[src/rtl/sleep_pkg.sv]
// Shared definitions for the idle-detect path: FSM state encoding and the
// constants both the zero detector and the fade controller agree on.
package sleep_pkg;

    typedef enum logic [1:0] {
        ST_ACTIVE   = 2'd0,
        ST_FADE_OUT = 2'd1,
        ST_SLEEP    = 2'd2,
        ST_FADE_IN  = 2'd3
    } sleep_state_e;

    localparam int FADE_LEN_DEF    = 64;
    // Consecutive silent stereo samples before the zero detector raises sleep.
    localparam int ZERO_RUN_THRESH = 800;

endpackage

[src/rtl/fade_gain_mul.sv]
// Combinational signed sample x unsigned gain, arithmetic shift back to unity.
// gain == 2**SHIFT is bit-exact passthrough, gain == 0 is exact zero.
module fade_gain_mul #(
    parameter int GAIN_W = 7,
    parameter int SHIFT  = 6
) (
    input  logic signed [15:0]       sample,
    input  logic        [GAIN_W-1:0] gain,
    output logic signed [15:0]       scaled
);

    localparam int PW = 16 + GAIN_W + 1;

    logic signed [PW-1:0] product;

    always_comb begin
        // Zero-extend gain before going signed so it never reads as negative.
        product = PW'(sample) * PW'($signed({1'b0, gain}));
        scaled  = 16'(product >>> SHIFT);
    end

endmodule

[src/rtl/sleep_fade_ctrl.sv]
// Sleep-entry/exit fader: ramps L/R gain to zero on sleep request, holds
// silence while asleep, ramps back to unity on wake. Updates only on strobes.
module sleep_fade_ctrl
    import sleep_pkg::*;
#(
    parameter int FADE_LEN = FADE_LEN_DEF,
    parameter int GAIN_W   = $clog2(FADE_LEN) + 1
) (
    input  logic         Clk,
    input  logic         Reset,
    input  logic         in_status,
    input  logic         sleep_status,
    input  logic [15:0]  InputL,
    input  logic [15:0]  InputR,
    output logic [15:0]  OutL,
    output logic [15:0]  OutR,
    output logic         OutReady,
    output logic         asleep,
    output logic         fading,
    output sleep_state_e state_dbg
);

    // Handshake: in_status qualifies InputL/InputR/sleep_status for one cycle;
    // OutReady is a one-cycle valid for OutL/OutR with no back-pressure.

    localparam logic [GAIN_W-1:0] GAIN_MAX  = GAIN_W'(FADE_LEN);
    localparam logic [GAIN_W-1:0] GAIN_ONE  = GAIN_W'(1);
    localparam logic [GAIN_W-1:0] GAIN_ZERO = '0;

    sleep_state_e      state_q, state_d;
    logic [GAIN_W-1:0] gain_q, gain_d;
    logic [15:0]       out_l_q, out_l_d, out_r_q, out_r_d;
    logic              out_ready_q, out_ready_d;
    logic              asleep_q, asleep_d, fading_q, fading_d;
    logic [15:0]       mul_l, mul_r;

    fade_gain_mul #(.GAIN_W(GAIN_W), .SHIFT($clog2(FADE_LEN))) u_mul_l (
        .sample (InputL),
        .gain   (gain_q),
        .scaled (mul_l)
    );

    fade_gain_mul #(.GAIN_W(GAIN_W), .SHIFT($clog2(FADE_LEN))) u_mul_r (
        .sample (InputR),
        .gain   (gain_q),
        .scaled (mul_r)
    );

    always_comb begin
        state_d     = state_q;
        gain_d      = gain_q;
        out_l_d     = out_l_q;
        out_r_d     = out_r_q;
        out_ready_d = 1'b0;
        if (in_status) begin
            out_l_d     = mul_l;
            out_r_d     = mul_r;
            out_ready_d = 1'b1;
            // sleep_status always wins over reaching an endpoint on the same sample.
            case (state_q)
                ST_ACTIVE: begin
                    if (sleep_status) begin
                        state_d = ST_FADE_OUT;
                        gain_d  = GAIN_MAX - GAIN_ONE;
                    end else begin
                        gain_d  = GAIN_MAX;
                    end
                end
                ST_SLEEP: begin
                    if (sleep_status) begin
                        gain_d  = GAIN_ZERO;
                    end else begin
                        state_d = ST_FADE_IN;
                        gain_d  = GAIN_ONE;
                    end
                end
                ST_FADE_OUT, ST_FADE_IN: begin
                    if (sleep_status) begin
                        gain_d  = (gain_q == GAIN_ZERO) ? GAIN_ZERO : gain_q - GAIN_ONE;
                        state_d = (gain_d == GAIN_ZERO) ? ST_SLEEP : ST_FADE_OUT;
                    end else begin
                        gain_d  = (gain_q == GAIN_MAX) ? GAIN_MAX : gain_q + GAIN_ONE;
                        state_d = (gain_d == GAIN_MAX) ? ST_ACTIVE : ST_FADE_IN;
                    end
                end
                default: begin
                    state_d = ST_ACTIVE;
                    gain_d  = GAIN_MAX;
                end
            endcase
        end
        asleep_d = (state_d == ST_SLEEP);
        fading_d = (state_d == ST_FADE_OUT) || (state_d == ST_FADE_IN);
    end

    always_ff @(posedge Clk) begin
        if (Reset) begin
            state_q     <= ST_ACTIVE;
            gain_q      <= GAIN_MAX;
            out_l_q     <= '0;
            out_r_q     <= '0;
            out_ready_q <= 1'b0;
            asleep_q    <= 1'b0;
            fading_q    <= 1'b0;
        end else begin
            state_q     <= state_d;
            gain_q      <= gain_d;
            out_l_q     <= out_l_d;
            out_r_q     <= out_r_d;
            out_ready_q <= out_ready_d;
            asleep_q    <= asleep_d;
            fading_q    <= fading_d;
        end
    end

    assign OutL      = out_l_q;
    assign OutR      = out_r_q;
    assign OutReady  = out_ready_q;
    assign asleep    = asleep_q;
    assign fading    = fading_q;
    assign state_dbg = state_q;

endmodule

[config.mk]
export PLATFORM = sky130hd
export DESIGN_NAME = sleep_fade_ctrl
export DESIGN_NICKNAME = d
export VERILOG_FILES = /design/src/rtl/sleep_pkg.sv /design/src/rtl/fade_gain_mul.sv /design/src/rtl/sleep_fade_ctrl.sv
export SDC_FILE = /design/constraint.sdc
export NUM_CORES = 1
export LEC_CHECK = 0
export CORE_MARGIN = 1
export CORE_UTILIZATION = 54
export DETAILED_ROUTE_END_ITERATION = 6
export GPL_ROUTABILITY_DRIVEN = 0
export GPL_TIMING_DRIVEN = 0
export PLACE_DENSITY = 0.81
export RECOVER_POWER = 50
export SLEW_MARGIN = 40
export SYNTH_ARGS = -nofsm -noshare
export SYNTH_HDL_FRONTEND = slang
export SYNTH_SLANG_ARGS = --single-unit
[constraint.sdc]
create_clock -name Clk -period 9.4 [get_ports Clk]
set_input_delay 1.88 -clock Clk [delete_from_list [all_inputs] [get_ports Clk]]
set_output_delay 1.88 -clock Clk [all_outputs]
set_load 0.02 [all_outputs]
==> key figures, run 1 <==
CTS
  – Worst-path clk slew: 60 ps
  – CTS root buffer: clkbuf_16
  – CTS resizes: 0
  – CTS Buffer Depth: 2
  – H-tree Lvls: 2
  – Setup Buffers After CTS: 0
  – Hold_buf cts: 0
  – CTS Buf Count: 5
  – CTS tree: done
  – Clock latency at the later pin of the worst-skew pair: 300 ps
  – Clock sinks: 43

Global routing
  – Largest net degree at the start of global routing: 13
  – Number of global-route vias before repair: 8573
  – Residual overflow from global routing: 0
  – First-pass GRT wire length: 42300 um
  – Initial antenna violation count: 0
  – Total GRT Usage: 0.301

Timing
  – Final hold vios: 0
  – Period minus WS final: 6640 ps
  – Fmax: 151 MHz
  – Worst slew pin tran: 795 ps
  – Fin. max-slew vios: 0
  – Ratio of final minimum period to clock period: 0.706
  – Final setup fails: 0
  – RSZ-0062 raised after global routing: false
  – Fin Hold WS: 451 ps
  – Setup TNS: 0 ps
  – Layout Skew: 10.3 ps
  – Worst relative slew slack: 0.469

Critical path
  – Worst setup SP type: primary input
  – Crit path cell chain: clkdlybuf4s50_1 > and2_1 > fa_1 > inv_1 > fa_1 > fa_1 > fa_1 > inv_1 > ha_1 > a21o_1 > a21oi_1 > o211ai_1 > a2111oi_1 > or4_1 > nand3_1
  – Top delay family on crit path: adder cells
  – Cell mode on critical path: fa_1
  – Worst path slowest cell: a2111oi_1
  – Worst EP required: 9580 ps
  – Bufs and invs on worst path: 3
  – Crit path launch: InputL[10]
  – Worst reg2reg path startpoint: gain_q[3]
  – Slowest stage delay, CP: 750 ps
  – CP arrival: 6820 ps
  – CP Class: primary input to register
  – CP Max Fanout: 7
  – CP Capture Type: register

Routing
  – DRT iter0 DRCs: 539
  – Post-route ant nets: 0
  – Vias after detailed routing: 8202
  – TritonRoute pass-1 iters: 5
  – Wirelength per Cell: 18.1 um
  – Top Metal Used: met4
  – Met3 wire len: 2020 um
  – # DRC: 0
  – Met1 Routed Length: 10500 um
  – Metal2 WL: 11900 um
  – Drt via density: 5.79
  – Drt total wl: 25600 um

Pwr
  – Internal power: 0.000940 W
  – Total power: 0.00188 W
  – Clock network fraction of total power: 0.096
  – Net Switching: 0.000945 W
  – Switching share of power: 0.501
  – Sequential fraction of design power: 0.149
  – PwrDens: 176 nW/um2
  – VDD IR max: 0.135 mV
  – Leak pwr: 5.27 nW
  – Combinational power share: 0.754

Synth
  – Register bit count reported by yosys: 43
  – Synth unique cells: 64
  – Avg Inst Size Synth: 8.57 um2
  – Mux contribution to synthesized area: 0.00734
  – Synth Area in Simple Gates: 0.215
  – Synth Area in Compound Gates: 0.103
  – Post-synth top flop: dfxtp_1
  – Synth warnings: 0
  – Post-Synth XOR/XNOR Area: 0.0330
  – Post-Synthesis Cells: 1113
  – Post-Synth Adder-Cell Area: 0.447
  – Async SR Flop Fraction: 0
  – EDFF count, synth: 0
  – Sequential share of the synthesized area: 0.0902
  – Mapped cell area: 9540 um2
  – Largest family of logic cells by synthesized area: adder cells
  – Syn_nets: 1394

Cells and area
  – Final core utilization: 0.618
  – Most frequent cells in the layout: 219 x inv_1, 169 x and2_1, 160 x fa_1
  – Finished Cell Area: 10700 um2
  – Nets: 1472
  – Commonest non-fill, non-tap cell in the layout: inv_1
  – Area delta synth->final: 12.0%
  – Layout cell share with drive strength beyond 1: 0.0202
  – Ant diodes: 0

Run
  – MaxCap Viol Count: 0

Place
  – Dpl cell area: 10500 um2
  – Post-DP HPWL: 20300 um
  – Port bufs: 71

Status
  – Outcome: finished, final reports clean

Floorplanning
  – Core box area: 17300 um2
  – Row count: 48
  – Total die area: 18200 um2
  – Io pins: 73
  – Die Wd: 135 um
  – Starting density of the core: 0.552
  – Die Span Y: 135 um

Worst hold path
  – Hold WC Path Type: register to register
  – Hold path start: OutL[7]
## kinds of logic after synthesis
family	count (synthesis)
buffers and inverters	262
multiplexers	7
AND/OR/NAND/NOR	375
XOR/XNOR	36
adder cells (fa/ha/maj)	245
AO/OA/AOI/OAI	145
flip-flops	43
## stage by stage
step | instances | setup WS, ps
final | 1416 | 2760
after global routing | 1416 | 2550
after CTS | 1416 | 2820
after detailed placement | 1409 | 2540
after global placement | 1409 | 2450
after floorplan | 1113 | 3480
## layer usage
metal	vias to the layer above	track usage
met5	-	0
met2	379	0.502
met3	84	0.0379
li1	3693	-
met4	0	0.129
met1	4046	0.396
## tightest hold or removal path, delay by kind of cell, from the launching register on
family           cells  cell delay [ps]
flip-flops           1              320
AO/OA/AOI/OAI        1               50
AND/OR/NAND/NOR      1               40
## Yosys cell counts, types with 4 or more instances
| library cell | number | share of area |
|---|---|---|
| mux2i_1 | 7 | 0.0073 |
| clkbuf_1 | 35 | 0.014 |
| nor2b_1 | 5 | 0.0033 |
| xor2_1 | 14 | 0.013 |
| and2_1 | 169 | 0.11 |
| a211oi_1 | 12 | 0.0094 |
| a311oi_1 | 4 | 0.0037 |
| nand4_1 | 9 | 0.0059 |
| o31ai_1 | 4 | 0.0031 |
| nor3_1 | 9 | 0.0047 |
| a211o_1 | 4 | 0.0037 |
| a21oi_1 | 32 | 0.017 |
| a31oi_1 | 6 | 0.0039 |
| o22ai_1 | 4 | 0.0026 |
| nor2_1 | 32 | 0.013 |
| a21boi_0 | 4 | 0.0031 |
| o21ai_0 | 27 | 0.014 |
| buf_2 | 4 | 0.0021 |
| or3_1 | 4 | 0.0026 |
| dfxtp_1 | 43 | 0.090 |
| a21o_1 | 6 | 0.0047 |
| ha_1 | 85 | 0.11 |
| or4_1 | 7 | 0.0055 |
| nor4_1 | 4 | 0.0026 |
| nand2_1 | 87 | 0.034 |
| o21a_1 | 5 | 0.0039 |
| inv_1 | 219 | 0.086 |
| and3_1 | 6 | 0.0039 |
| nand3_1 | 24 | 0.013 |
| fa_1 | 160 | 0.34 |
| xnor2_1 | 22 | 0.020 |
| o211ai_1 | 7 | 0.0055 |
| or2_2 | 4 | 0.0026 |
## power by group through the flow
stage / combinational [W] / clock (W) / sequential [W]
2_1_floorplan: 0.000946 / 0 / 0.000344
3_3_place_gp: 0.00138 / 0 / 0.000286
3_5_place_dp: 0.00142 / 0 / 0.000286
4_1_cts: 0.00143 / 0.000182 / 0.000283
5_1_grt: 0.00160 / 0.000191 / 0.000287
6_report: 0.00142 / 0.000182 / 0.000282
## area by class of cell
type	instances	area, um2
repair buffers	71	711
clock inverters	1	5.00
fillers	1545	6610
well taps	225	282
inverters	219	822
flip-flops and latches	43	861
multi-input cells	808	7690
clock buffers	6	139
plain buffers	43	178
## state kept, by name (all words and copies together), names as in the netlist
signal     cells
OutReady       1
asleep         1
OutR          16
state_dbg      2
gain_q         7
OutL          16
## worst paths after layout
| check | slack, ps | cells after the start | to |
|---|---|---|---|
| worst min register to register | 450 | 2 | OutL[7] |
| worst max register to register | 3340 | 18 | OutR[14] |
| worst max-delay path | 2760 | 15 | OutL[12] |
| worst min-delay path | 450 | 2 | OutL[7] |
Note: power is estimated with default switching activity, not from simulation.
==> run 2, diff against run 1 <==
--- a/config.mk
+++ b/config.mk
@@ -10,7 +10,7 @@
 export DETAILED_ROUTE_END_ITERATION = 6
 export GPL_ROUTABILITY_DRIVEN = 0
 export GPL_TIMING_DRIVEN = 0
-export PLACE_DENSITY = 0.81
+export PLACE_DENSITY = 0.84
 export RECOVER_POWER = 50
 export SLEW_MARGIN = 40
 export SYNTH_ARGS = -nofsm -noshare
==> constraint.sdc (replaced) <==
create_clock -name Clk -period 5.7 [get_ports Clk]
set_input_delay 1.14 -clock Clk [delete_from_list [all_inputs] [get_ports Clk]]
set_output_delay 1.14 -clock Clk [all_outputs]
set_load 0.02 [all_outputs]
==> run 2 against run 1 <==
Clock skew fell by 3.7 ps. Total power rose by 68%. Clock power grew 62%. Sequential share of layout area down 0.073 points. Highest routed layer unchanged. Largest cell class unchanged. Setup slack got worse by 2600 ps.
==> key figures, run 2 (same netlist as run 1, synthesis figures left out) <==
Critical path
  – CP Class: primary input to register (unchanged)
  – Bufs and invs on worst path: 3 (unchanged)
  – CP arrival: 5740 ps (was 6820 ps)
  – R2r setup slk: 270 ps (was 3340 ps)
  – Worst setup SP type: primary input (unchanged)
  – Worst reg2reg path startpoint: gain_q[6] (was gain_q[3])
  – Top delay family on crit path: adder cells (unchanged)
  – Crit path launch: InputL[9] (was InputL[10])
  – Cell mode on critical path: fa_1 (unchanged)
  – CP Capture Type: register (unchanged)
  – Worst EP required: 5890 ps (was 9580 ps)
  – CP Max Fanout: 7 (unchanged)
  – Worst path slowest cell: fa_1 (was a2111oi_1)
  – Crit path cell chain: dlygate4sd2_1 > and2_1 > fa_1 > inv_1 > fa_1 > fa_1 > fa_1 > inv_1 > ha_1 > a211oi_1 > nand3_1 > a221oi_4 > nand2_1 > a211o_1 > a32o_1 (was clkdlybuf4s50_1 > and2_1 > fa_1 > inv_1 > fa_1 > fa_1 > fa_1 > inv_1 > ha_1 > a21o_1 > a21oi_1 > o211ai_1 > a2111oi_1 > or4_1 > nand3_1)
  – Worst Reg-to-Reg Cells: 16 (was 18)
  – Critical path depth: 15 (unchanged)
  – Worst flop-to-flop path endpoint: OutL[13] (was OutR[14])
  – Slowest stage delay, CP: 550 ps (was 750 ps)

Global routing
  – First-pass GRT wire length: 42200 um (was 42300 um)
  – Largest net degree at the start of global routing: 14 (was 13)
  – Number of global-route vias before repair: 8651 (was 8573)
  – Initial antenna violation count: 0 (unchanged)
  – Residual overflow from global routing: 0 (unchanged)
  – Total GRT Usage: 0.302 (was 0.301)

Timing
  – Fin Hold WS: 450 ps (was 451 ps)
  – RSZ-0062 raised after global routing: false (unchanged)
  – Final hold vios: 0 (unchanged)
  – Final setup fails: 0 (unchanged)
  – Setup TNS: 0 ps (unchanged)
  – Ratio of final minimum period to clock period: 0.974
  – Fmax: 180 MHz
  – Period minus WS final: 5550 ps
  – Fin. max-slew vios: 0 (unchanged)
  – Worst slew pin tran: 739 ps (was 795 ps)
  – Layout Skew: 6.60 ps (was 10.3 ps)
  – Worst relative slew slack: 0.507 (was 0.469)

Cells and area
  – Fill cells: 1497 (was 1545)
  – Most frequent cells in the layout: 219 x inv_1, 169 x and2_1, 160 x fa_1 (unchanged)
  – Finished Cell Area: 10800 um2 (was 10700 um2)
  – Final core utilization: 0.623 (was 0.618)
  – Nets: 1470 (was 1472)
  – Area delta synth->final: 13.0% (was 12.0%)
  – Layout cell share with drive strength beyond 1: 0.0353 (was 0.0202)
  – Ant diodes: 0 (unchanged)
  – Commonest non-fill, non-tap cell in the layout: inv_1 (unchanged)

CTS
  – CTS Buffer Depth: 2 (unchanged)
  – CTS Buf Count: 5 (unchanged)
  – Clock sinks: 43 (unchanged)
  – Clock latency at the later pin of the worst-skew pair: 300 ps (about the same)
  – CTS root buffer: clkbuf_16 (unchanged)
  – Worst-path clk slew: 70 ps (was 60 ps)
  – CTS tree: done (unchanged)
  – H-tree Lvls: 2 (unchanged)

Routing
  – Wirelength per Cell: 17.9 um (was 18.1 um)
  – Drt total wl: 25300 um (was 25600 um)
  – Drt via density: 5.74 (was 5.79)
  – Post-route ant nets: 0 (unchanged)
  – Vias after detailed routing: 8120 (was 8202)
  – # DRC: 0 (unchanged)
  – TritonRoute pass-1 iters: 6 (was 5)
  – DRT iter0 DRCs: 682 (was 539)

Status
  – Outcome: finished, final reports clean (unchanged)

Pwr
  – Sequential fraction of design power: 0.147 (was 0.149)
  – PwrDens: 293 nW/um2 (was 176 nW/um2)
  – Switching share of power: 0.506 (was 0.501)
  – Combinational power share: 0.760 (was 0.754)
  – Net Switching: 0.00160 W (was 0.000945 W)
  – Leak pwr: 5.43 nW (was 5.27 nW)
  – Internal power: 0.00156 W (was 0.000940 W)
  – Clock network fraction of total power: 0.093 (was 0.096)
  – VDD IR max: 0.276 mV (was 0.135 mV)

Worst hold path
  – Hold path start: OutL[5] (was OutL[7])
  – Hold path depth: 2 (unchanged)
  – Hold Path End: OutL[5] (was OutL[7])
  – Hold WC Path Type: register to register (unchanged)

Place
  – Port bufs: 71 (unchanged)
  – Dpl cell area: 10500 um2 (unchanged)
  – Post-DP HPWL: 20100 um (was 20300 um)

Floorplanning
  – Die Span Y: 135 um (unchanged)
  – Core box area: 17300 um2 (unchanged)
  – Row count: 48 (unchanged)
  – Total die area: 18200 um2 (unchanged)
  – Starting density of the core: 0.552 (unchanged)
  – Die Wd: 135 um (unchanged)
  – Io pins: 73 (unchanged)

Run
  – MaxCap Viol Count: 0 (unchanged)
==> run 2: cell count changes in the layout (fill, tap and decap cells not counted), moves of 2 or more <==
cell	previous run	this run
dlygate4sd2_1	0	5
clkbuf_1	36	26
clkdlybuf4s50_1	34	18
a21oi_2	0	2
o21ai_1	3	5
dlymetal6s2s_1	0	13
dlygate4sd3_1	37	35
clkbuf_2	0	10
o21ai_0	27	25
a21oi_1	32	30
==> run 2: what timing repair did <==
action	in CTS	in global routing
hold buffers	0	0
endpoints found under the hold margin	0	0
pin swaps	0	1
gates resized for setup	12	34
endpoints found under the setup margin	11	19
buffers inserted	0	0
==> run 2: layer usage <==
metal	part of all wire	up-vias	wire length (um)	track usage
met5	0	-	0	0
met4	0.040	0	1010	0.119
met3	0.094	65	2390	0.0627
met2	0.47	384	11900	0.503
met1	0.40	3995	10000	0.383
li1	-	3676	-	-
==> run 2: how the worst max path moves through the flow <==
stage	to	slack (ps)
2_1_floorplan	OutL[13]	520
3_3_place_gp	OutL[12]	-510
3_5_place_dp	OutL[13]	-430
4_1_cts	OutR[11]	60
5_1_grt	OutR[14]	10
6_report	OutL[13]	150
==> run 2: final cells by class <==
type	count	area [um2]	share of cell area
multi-input combinational	808	7760	0.719
sequential	43	861	0.0798
inverter	219	822	0.0762
timing repair buffer	71	737	0.0684
tap	225	282	0.0261
buffer	41	183	0.0169
clock buffer	6	129	0.0120
clock inverter	2	12.5	0.00116
==> run 2: power by group through the flow <==
stage	clock network [W]	registers, W	logic (W)
2_1_floorplan	0	0.000567	0.00156
3_3_place_gp	0	0.000472	0.00227
3_5_place_dp	0	0.000472	0.00233
4_1_cts	0.000300	0.000468	0.00237
5_1_grt	0.000314	0.000473	0.00268
6_report	0.000294	0.000465	0.00240
==> run 2: worst register-to-register path: stages, from the launching register on <==
cell and delay [ps]:
dfxtp_1 450, clkbuf_1 410, clkbuf_1 580, and2_1 230
ha_1 230, inv_1 70, fa_1 420, fa_1 460
fa_1 510, inv_1 50, ha_1 320, a211oi_1 300
nand3_1 200, a221oi_4 390, nand2_1 150, a211o_1 280
a32o_1 250
==> run 2: stage by stage <==
step | total power, W | std cells | setup slack, ps
floorplan | 0.00213 | 1113 | 521
global placement | 0.00274 | 1409 | -506
detailed placement | 0.00280 | 1409 | -427
CTS | 0.00314 | 1417 | 59.7
global route | 0.00347 | 1415 | 11.2
finish | 0.00316 | 1415 | 146
==> run 3, diff against run 2 <==
--- a/config.mk
+++ b/config.mk
@@ -10,8 +10,7 @@
 export DETAILED_ROUTE_END_ITERATION = 6
 export GPL_ROUTABILITY_DRIVEN = 0
 export GPL_TIMING_DRIVEN = 0
-export PLACE_DENSITY = 0.84
-export RECOVER_POWER = 50
+export PLACE_DENSITY = 0.83
 export SLEW_MARGIN = 40
 export SYNTH_ARGS = -nofsm -noshare
 export SYNTH_HDL_FRONTEND = slang
==> run 3 against run 2 <==
Global-route usage decreased by 0.054 points. Hold slack better by 6.3 ps. First-iteration DRC count decreased by 26%. Largest power group unchanged.
==> key figures, run 3 (same netlist as run 1, synthesis figures left out) <==
Status
  – Outcome: finished, final reports clean (unchanged)

Cells and area
  – Layout Cells excl Fill: 1417 (was 1415)
  – Commonest non-fill, non-tap cell in the layout: inv_1 (unchanged)
  – Layout cell share with drive strength beyond 1: 0.0394 (was 0.0353)
  – Nets: 1472 (was 1470)
  – Fill cells: 1501 (was 1497)
  – Most frequent cells in the layout: 219 x inv_1, 169 x and2_1, 160 x fa_1 (unchanged)
  – Area occupied by multi-input gates: 7760 um2 (about the same)
  – Ant diodes: 0 (unchanged)
  – Seq. cell area: 861 um2 (unchanged)
  – Area delta synth->final: 13.3% (was 13.0%)
  – Final core utilization: 0.625 (was 0.623)

Timing
  – Final hold vios: 0 (unchanged)
  – Fin. max-slew vios: 0 (unchanged)
  – Period minus WS final: 5540 ps (was 5550 ps)
  – Worst slew pin tran: 781 ps (was 739 ps)
  – Final setup fails: 0 (unchanged)
  – Ratio of final minimum period to clock period: 0.972 (was 0.974)
  – Worst relative slew slack: 0.479 (was 0.507)
  – Layout Skew: 3.57 ps (was 6.60 ps)
  – Fmax: 181 MHz (was 180 MHz)

Floorplanning
  – Core box area: 17300 um2 (unchanged)
  – Starting density of the core: 0.552 (unchanged)
  – Die Span Y: 135 um (unchanged)
  – Die Wd: 135 um (unchanged)
  – Io pins: 73 (unchanged)
  – Total die area: 18200 um2 (unchanged)
  – Row count: 48 (unchanged)

CTS
  – Clock latency at the later pin of the worst-skew pair: 290 ps (was 300 ps)
  – CTS Buf Count: 5 (unchanged)
  – CTS Buffer Depth: 2 (unchanged)
  – H-tree Lvls: 2 (unchanged)
  – CTS tree: done (unchanged)
  – Worst-path clk slew: 70 ps (about the same)
  – Clock sinks: 43 (unchanged)
  – CTS root buffer: clkbuf_16 (unchanged)
  – Hold_buf cts: 0 (unchanged)

Critical path
  – CP Capture Type: register (unchanged)
  – Worst EP required: 5890 ps (about the same)
  – CP arrival: 5720 ps (was 5740 ps)
  – Worst setup SP type: primary input (unchanged)
  – CP Max Fanout: 7 (unchanged)
  – CP Class: primary input to register (unchanged)

Global routing
  – Largest net degree at the start of global routing: 14 (unchanged)
  – Number of global-route vias before repair: 8568 (was 8651)
  – Total GRT Usage: 0.301 (was 0.302)
  – First-pass GRT wire length: 42100 um (was 42200 um)
  – Residual overflow from global routing: 0 (unchanged)
  – Initial antenna violation count: 0 (unchanged)

Routing
  – Post-route ant nets: 0 (unchanged)
  – DRT iter0 DRCs: 507 (was 682)
  – TritonRoute pass-1 iters: 5 (was 6)
  – Drt via density: 5.73 (was 5.74)
  – Wirelength per Cell: 18.1 um (was 17.9 um)
  – Drt total wl: 25700 um (was 25300 um)
  – # DRC: 0 (unchanged)
  – Vias after detailed routing: 8116 (was 8120)

Pwr
  – PwrDens: 297 nW/um2 (was 293 nW/um2)
  – Switching share of power: 0.500 (was 0.506)
  – Net Switching: 0.00160 W (about the same)
  – VDD IR max: 0.288 mV (was 0.276 mV)
  – Combinational power share: 0.763 (was 0.760)
  – Clock network fraction of total power: 0.091 (was 0.093)
  – Sequential fraction of design power: 0.146 (was 0.147)
  – Internal power: 0.00160 W (was 0.00156 W)
  – Leak pwr: 5.37 nW (was 5.43 nW)

Place
  – Placed cells: 1409 (unchanged)
  – Port bufs: 71 (unchanged)
  – Post-DP HPWL: 20200 um (was 20100 um)

Worst hold path
  – Hold WC Path Type: register to register (unchanged)

Run
  – MaxCap Viol Count: 0 (unchanged)
[run 3: cell count changes in the layout (fill, tap and decap cells not counted), sizes merged]
cell | before | now
buf | 6 | 9
clkbuf | 41 | 40
clkdlybuf4s50 | 18 | 52
dlygate4sd3 | 35 | 0
dlymetal6s2s | 13 | 14
[run 3: layout make-up]
| cell class | count | area share |
|---|---|---|
| Sequential cell | 43 | 0.0796 |
| Tap cell | 225 | 0.0260 |
| Clock inverter | 2 | 0.00116 |
| Timing Repair Buffer | 73 | 0.0698 |
| Clock buffer | 6 | 0.0119 |
| Multi-Input combinational cell | 808 | 0.718 |
| Inverter | 219 | 0.0761 |
| Buffer | 41 | 0.0172 |
[run 3: per-stage QoR]
step	cell area [um2]	setup slack (ps)	power [W]	TNS, ps	hold WS [ps]
after floorplan	9540	521	0.00213	0	534
after global placement	10500	-507	0.00274	-3430	441
after detailed placement	10500	-417	0.00281	-4540	445
after CTS	10700	58.1	0.00314	0	459
after global routing	10800	-17.7	0.00352	-23.9	486
final	10800	161	0.00321	0	456
[run 3: metal layers]
layer / vias to the layer above / part of all wire / track usage
met3: 68 / 0.087 / 0.0443
met2: 391 / 0.48 / 0.502
li1: 3689 / - / -
met1: 3968 / 0.40 / 0.389
met5: - / 0 / 0
met4: 0 / 0.039 / 0.132
[run 3: timing repair]
item,4_1_cts,5_1_grt
gates resized for setup,13,35
pin swaps,0,3
setup endpoints to repair,9,17
setup buffers,0,2
[run 3: worst paths after layout]
path,from,end,slack [ps],depth (start not counted)
max,InputL[1],OutL[9],160,15
min,OutL[12],OutL[12],460,2
max reg2reg,gain_q[0],OutL[13],290,16
min reg2reg,OutL[12],OutL[12],460,2
[run 3: power groups by stage]
stage	Sequential, W	Combinational [W]	Clock (W)
floorplan	0.000567	0.00156	0
global placement	0.000472	0.00227	0
detailed placement	0.000470	0.00234	0
CTS	0.000466	0.00239	0.000292
global route	0.000476	0.00273	0.000305
finish	0.000469	0.00245	0.000292
[run 3: critical path: stages]
cell and delay [ps]:
clkdlybuf4s50_1 530, and2_1 240, fa_1 400, fa_1 500
inv_1 60, fa_1 480, fa_1 490, inv_1 40
ha_1 330, a211oi_1 240, nor2_1 100, or4_1 540
a31oi_2 220, o21ai_0 130, a221o_1 290
